`config.mk`:
```
export PLATFORM = sky130hd
export DESIGN_NAME = pool_stream
export DESIGN_NICKNAME = d
export VERILOG_FILES = /design/src/rtl/pool_stream.sv
export SDC_FILE = /design/constraint.sdc
export NUM_CORES = 1
export LEC_CHECK = 0
export BUFFER_PORTS_ARGS = -buffer_cell sky130_fd_sc_hd__buf_2
export CORE_MARGIN = 3
export CORE_UTILIZATION = 58
export CTS_BUF_LIST = sky130_fd_sc_hd__clkbuf_2 sky130_fd_sc_hd__clkbuf_4 sky130_fd_sc_hd__clkbuf_8
export DETAILED_ROUTE_END_ITERATION = 8
export PLACE_DENSITY = 0.79
export SLEW_MARGIN = 20
export SYNTH_ARGS = -nofsm -noshare
export SYNTH_HDL_FRONTEND = slang
export SYNTH_SLANG_ARGS = --single-unit
```
`constraint.sdc`:
```
create_clock -name clk -period 9.16 [get_ports clk]
set_input_delay 0.458 -clock clk [delete_from_list [all_inputs] [get_ports clk]]
set_output_delay 0.458 -clock clk [all_outputs]
set_load 0.02 [all_outputs]
```
`src/rtl/pool_stream.sv`:
```
// pool_stream: streaming K x K non-overlapping max/avg pooling over a raster-order pixel stream.
// Horizontal partials are kept per lane; vertical partials live in an NO-entry column buffer per lane.
module pool_stream #(
  parameter int PP   = 8,
  parameter int DIM  = 10,
  parameter int K    = 2,
  parameter int CH   = 1,
  parameter int MODE = 0
) (
  input  logic                       clk,
  input  logic                       reset,
  input  logic                       in_valid,
  input  logic [CH*(PP+1)-1:0]       pxl_in,
  output logic [CH*(PP+1)-1:0]       pool_out,
  output logic                       out_valid,
  output logic [$clog2(DIM/K):0]     out_col,
  output logic                       frame_done
);

  localparam int W      = PP + 1;
  localparam int NO     = DIM / K;
  localparam int LK     = $clog2(K);
  localparam int SH     = 2 * LK;
  localparam int AW     = W + SH;
  localparam int CW     = $clog2(DIM + 1);
  localparam int IW     = (NO > 1) ? $clog2(NO) : 1;
  localparam int OCW    = $clog2(DIM / K) + 1;
  localparam int REGION = NO * K;

  logic [CW-1:0]        r_col;
  logic [CW-1:0]        r_row;
  logic signed [AW-1:0] r_hacc [CH];
  logic signed [AW-1:0] r_vacc [CH][NO];
  logic [CH*W-1:0]      r_pool_out;
  logic                 r_out_valid;
  logic [OCW-1:0]       r_out_col;
  logic                 r_frame_done;

  logic [LK-1:0]        w_col_ph;
  logic [LK-1:0]        w_row_ph;
  logic [CW-1:0]        w_wcol;
  logic [IW-1:0]        w_vidx;
  logic                 w_in_region;
  logic                 w_col_last;
  logic                 w_row_last;
  logic                 w_emit;
  logic                 w_frame_last;
  logic signed [AW-1:0] w_hres [CH];
  logic signed [AW-1:0] w_vres [CH];

  // Max keeps the larger signed value; avg accumulates a sum at the widened width.
  function automatic logic signed [AW-1:0] f_comb(input logic signed [AW-1:0] a,
                                                  input logic signed [AW-1:0] b);
    if (MODE == 0) begin
      if (a > b) f_comb = a;
      else       f_comb = b;
    end else begin
      f_comb = a + b;
    end
  endfunction

  function automatic logic [W-1:0] f_final(input logic signed [AW-1:0] v);
    if (MODE == 0) f_final = W'(v);
    else           f_final = W'(v >>> SH);
  endfunction

  assign w_col_ph     = r_col[LK-1:0];
  assign w_row_ph     = r_row[LK-1:0];
  assign w_wcol       = r_col >> LK;
  assign w_in_region  = (r_col < CW'(REGION)) && (r_row < CW'(REGION));
  // Clamp keeps the buffer index legal for pixels outside the pooled region.
  assign w_vidx       = w_in_region ? IW'(w_wcol) : {IW{1'b0}};
  assign w_col_last   = (w_col_ph == LK'(K - 1));
  assign w_row_last   = (w_row_ph == LK'(K - 1));
  assign w_emit       = in_valid && w_in_region && w_col_last && w_row_last;
  assign w_frame_last = (r_col == CW'(DIM - 1)) && (r_row == CW'(DIM - 1));

  always_comb begin
    for (int c = 0; c < CH; c++) begin
      w_hres[c] = {AW{1'b0}};
      w_vres[c] = {AW{1'b0}};
    end
    for (int c = 0; c < CH; c++) begin
      if (w_col_ph == {LK{1'b0}}) w_hres[c] = AW'($signed(pxl_in[c*W +: W]));
      else w_hres[c] = f_comb(r_hacc[c], AW'($signed(pxl_in[c*W +: W])));
      if (w_row_ph == {LK{1'b0}}) w_vres[c] = w_hres[c];
      else w_vres[c] = f_comb(r_vacc[c][w_vidx], w_hres[c]);
    end
  end

  always_ff @(posedge clk) begin
    if (reset) begin
      r_col        <= {CW{1'b0}};
      r_row        <= {CW{1'b0}};
      r_pool_out   <= {(CH*W){1'b0}};
      r_out_valid  <= 1'b0;
      r_out_col    <= {OCW{1'b0}};
      r_frame_done <= 1'b0;
      for (int c = 0; c < CH; c++) begin
        r_hacc[c] <= {AW{1'b0}};
        for (int j = 0; j < NO; j++) r_vacc[c][j] <= {AW{1'b0}};
      end
    end else begin
      r_out_valid  <= 1'b0;
      r_frame_done <= 1'b0;
      if (in_valid) begin
        if (r_col == CW'(DIM - 1)) begin
          r_col <= {CW{1'b0}};
          if (r_row == CW'(DIM - 1)) r_row <= {CW{1'b0}};
          else                       r_row <= r_row + CW'(1);
        end else begin
          r_col <= r_col + CW'(1);
        end
        if (w_in_region) begin
          for (int c = 0; c < CH; c++) begin
            r_hacc[c] <= w_hres[c];
            if (w_col_last) r_vacc[c][w_vidx] <= w_vres[c];
          end
        end
        if (w_emit) begin
          r_out_valid <= 1'b1;
          r_out_col   <= OCW'(w_wcol);
          for (int c = 0; c < CH; c++) r_pool_out[c*W +: W] <= f_final(w_vres[c]);
        end
        r_frame_done <= w_frame_last;
      end
    end
  end

  assign pool_out   = r_pool_out;
  assign out_valid  = r_out_valid;
  assign out_col    = r_out_col;
  assign frame_done = r_frame_done;

endmodule

```
==> flow_summary_export.csv <==
group,metric,value,unit
outcome,run_status,"finished, final reports clean",
critical_path,timing.critical_path.to_type,"register",
drt,wl_per_cell,20.45,µm
grt,antenna_found_initial,0,
sta,period_needed,5005,ps
clock_tree,cts_htree_levels,3,
synth,syn_area,4835,µm²
power,intPower,0.6024,mW
cells_and_area,areaGrowthSynthToFinish,6.651,%
sta,timing_worst_slew_pin_value,1062,ps
cells_and_area,finish.cell_count_without_fillers,585,
flow_run,maxCapViolCount,0,
drt,viasPerCell,6.810,
clock_tree,post_cts_resize_count,0,
synth,synth_ff_type,"sky130_fd_sc_hd__dfxtp_1",
power,vdd_ir_drop_max,0.1025,mV
clock_tree,cts_tree,"done",
grt,globalRouteMet3Util,0.04953,
clock_tree,worst_skew_pair.late_latency,370,ps
clock_tree,setup_bufs_post_cts,0,
clock_tree,clkSinkCount,88,
floorplanning,initial_utilization,0.6098,
synth,postSynthAreaPerCell,10.29,µm²
floorplanning,num_rows,32,
critical_path,worst-endpoint-arrival,5280,ps
synth,yosysMostFrequentCell,"sky130_fd_sc_hd__dfxtp_1",
grt,grt_max_degree,36,
synth,synth.yosys.seq_area_share,0.4099,
place,number_of_cells_in_the_design_after_placement,569,
critical_path,r2r-start,"r_hacc[0][10]",
sta,setup_repair_after_global_routing_missed_its_margin,"false",
floorplanning,floorplan.die.height,97.30,µm
cells_and_area,n_antenna_cell,0,
sta,relSlewSlack,0.2887,
synth,number_of_synthesized_flops_with_an_enable_pin,22,
drt,route.antenna.remaining_nets,0,
sta,fin_tns_setup,0,ps
cells_and_area,fin_util,0.6504,
min_path,worst_hold_startpoint,"in_valid",
cells_and_area,multi_input_area,2633,µm²
sta,timing.final.crit_share,0.5464,
place,place.port_buffers,25,
critical_path,path_class,"reg2reg",
place,place.gp.congestion,0.9795,
synth,synth_top_cell_by_area,"sky130_fd_sc_hd__dfxtp_1",
drt,detail_route.first_pass.iterations,5,
drt,routed-via-count,3984,
grt,first_pass_grt_wire_length,20.31,mm
drt,detail_route.drc_violations,0,
synth,async_reset_ff_frac,0,
critical_path,worstRegToRegCells,13,
cells_and_area,post_route_cells_drive_above_1_share,0.2070,
sta,finalClockSkew,9.197,ps
sta,fmax,199.8,MHz
clock_tree,longest_clk_path_bufs,2,
floorplanning,count_of_boundary_i_o_pins,27,
power,seq_power_share,0.502,
sta,finalMaxSlewViolations,0,
drt,drt_iter0_drc,435,
synth,synth_cell_types,59,
power,pwr_density_cell,160.3,nW/µm²
critical_path,worst-endpoint-required,9430,ps
power,power,0.8265,mW
cells_and_area,num-fill-cells,653,
grt,grt.overflow.total,0,
critical_path,crit-reg2reg-capture,"r_vacc[0][32]",
power,cellLeakagePower,1.957,nW
grt,met2_usage,0.4172,
min_path,hold-path-endpoint,"r_col[0]",
grt,first_global_vias,4043,
power,switching_part_of_the_total_power,0.2712,
power,netSwitchingPower,0.2241,mW
sta,finalSetupViolations,0,
grt,global_route.peak_usage_layer,"met2",
clock_tree,clk_root_buffer_cell,"sky130_fd_sc_hd__clkbuf_8",
critical_path,critPathMaxFanout,25,
grt,grt_use_met1,0.3541,
cells_and_area,sequential_cell_area,1982,µm²
cells_and_area,finish.net_count,512,
grt,globalRouteTotalUtil,0.2624,
drt,finalWirelength,11.96,mm
floorplanning,die_area,9467,µm²
critical_path,r2r_slack,4160,ps
min_path,hold_path_class,"in2reg",
power,p_comb_frac,0.136,
synth,synth_top_cells_by_area,"sky130_fd_sc_hd__dfxtp_1, sky130_fd_sc_hd__edfxtp_1, sky130_fd_sc_hd__o221ai_1, sky130_fd_sc_hd__ha_1, sky130_fd_sc_hd__nand2_1",
clock_tree,cts-buffers-inserted,9,
floorplanning,core-area,7928,µm²
synth,ys_seq_elements,88,
clock_tree,path_clk_slew,90,ps
synth,synth_common_cells,"sky130_fd_sc_hd__dfxtp_1, sky130_fd_sc_hd__nand2_1, sky130_fd_sc_hd__o221ai_1",
sta,hold_violations,0,
place,detailedPlacementHpwl,8.442,mm
synth,postSynthCellCount,470,
synth,postSynthNetCount,504,
critical_path,startpoint_type,"register",
clock_tree,hold_buffers,0,
min_path,hold-path-cell-count,3,
power,clock_power_share,0.362,
synth,synth.top_cell.area_share,0.2733,
synth,synthesis.yosys.warnings,0,
floorplanning,floorplan.die.width,97.30,µm
-- flip-flops by register name (all words and copies together) (netlist names) --
name,flops
r_vacc,55
out_valid,1
r_row,4
out_col,3
pool_out,9
r_col,4
r_hacc,11
frame_done,1
-- stage by stage --
step / hold slack (ps) / instance area, µm² / worst slack [ps]
6_report: 388.8 / 5156 / 4155
5_1_grt: 412.5 / 5156 / 3896
4_1_cts: 394.2 / 5152 / 4180
3_5_place_dp: 447.1 / 4935 / 4019
3_3_place_gp: 439.8 / 4935 / 4242
2_1_floorplan: 423.4 / 4835 / 4880
-- routing by layer --
| metal | share of wire | vias up |
|---|---|---|
| met2 | 0.48 | 176 |
| met5 | 0 | - |
| met3 | 0.078 | 27 |
| li1 | - | 1828 |
| met1 | 0.42 | 1953 |
| met4 | 0.021 | 0 |
-- how the worst max path moves through the flow --
stage          slack [ps]            end     startpoint
3_3_place_gp         4240  r_vacc[0][32]      pxl_in[8]
2_1_floorplan        4880  r_vacc[0][53]      pxl_in[8]
3_5_place_dp         4020  r_vacc[0][32]      pxl_in[8]
5_1_grt              3900  r_vacc[0][32]  r_hacc[0][10]
6_report             4160  r_vacc[0][32]  r_hacc[0][10]
4_1_cts              4180  r_vacc[0][32]  r_hacc[0][10]
-- worst max-delay path: stages, from the launching register on --
cell	delay, ps
sky130_fd_sc_hd__edfxtp_1	440
sky130_fd_sc_hd__ha_1	410
sky130_fd_sc_hd__nand4_1	200
sky130_fd_sc_hd__a211oi_2	320
sky130_fd_sc_hd__a2111oi_4	100
sky130_fd_sc_hd__a21oi_4	640
sky130_fd_sc_hd__a21oi_2	300
sky130_fd_sc_hd__ha_1	380
sky130_fd_sc_hd__a21o_1	220
sky130_fd_sc_hd__a2111oi_4	390
sky130_fd_sc_hd__or4b_4	530
sky130_fd_sc_hd__nand2_4	250
sky130_fd_sc_hd__nand3_2	370
sky130_fd_sc_hd__o221ai_1	340
-- kinds of logic (layout without fill, tap and decap cells) --
| logic type | count (synthesis) | after routing | synth area share |
|---|---|---|---|
| buffers and inverters | 45 | 58 | 0.04632 |
| other | 1 | 1 | 0.0007757 |
| multiplexers | 12 | 12 | 0.04011 |
| XOR/XNOR | 4 | 4 | 0.007248 |
| adder cells (fa/ha/maj) | 22 | 22 | 0.05693 |
| AND/OR/NAND/NOR | 161 | 161 | 0.1918 |
| flip-flops | 88 | 88 | 0.4099 |
| AO/OA/AOI/OAI | 137 | 137 | 0.2469 |
-- cell type report --
type                            count  share of cell area
Multi-Input combinational cell    337              0.5106
Sequential cell                    88              0.3844
Timing Repair Buffer               27             0.02718
Tap cell                          102             0.02475
Clock buffer                        9             0.02402
Clock inverter                      7             0.01820
Inverter                           15             0.01092
-- power groups by stage --
stage	Clock, mW	Combinational [mW]	Sequential (mW)
2_1_floorplan	0	0.0867	0.421
4_1_cts	0.301	0.111	0.415
3_3_place_gp	0	0.106	0.424
5_1_grt	0.320	0.123	0.417
3_5_place_dp	0	0.110	0.424
6_report	0.299	0.112	0.415
-- placed cells by master, fill, tap and decap left out, drive strengths merged, types with 3 or more instances in the layout --
master / count
a211oi: 4
clkinv: 3
nor3b: 9
clkbuf: 9
or2: 3
nor2b: 5
nor2: 29
o21ai: 18
mux2i: 12
a31oi: 3
ha: 22
nand4: 5
buf: 27
nand3: 9
inv: 17
nand3b: 15
a21oi: 26
a221o: 18
a21o: 4
o221ai: 49
dfxtp: 66
nand2: 62
o21a: 4
nand2b: 5
edfxtp: 22
o31ai: 4
nor3: 8
(Power assumes the default switching activity.)
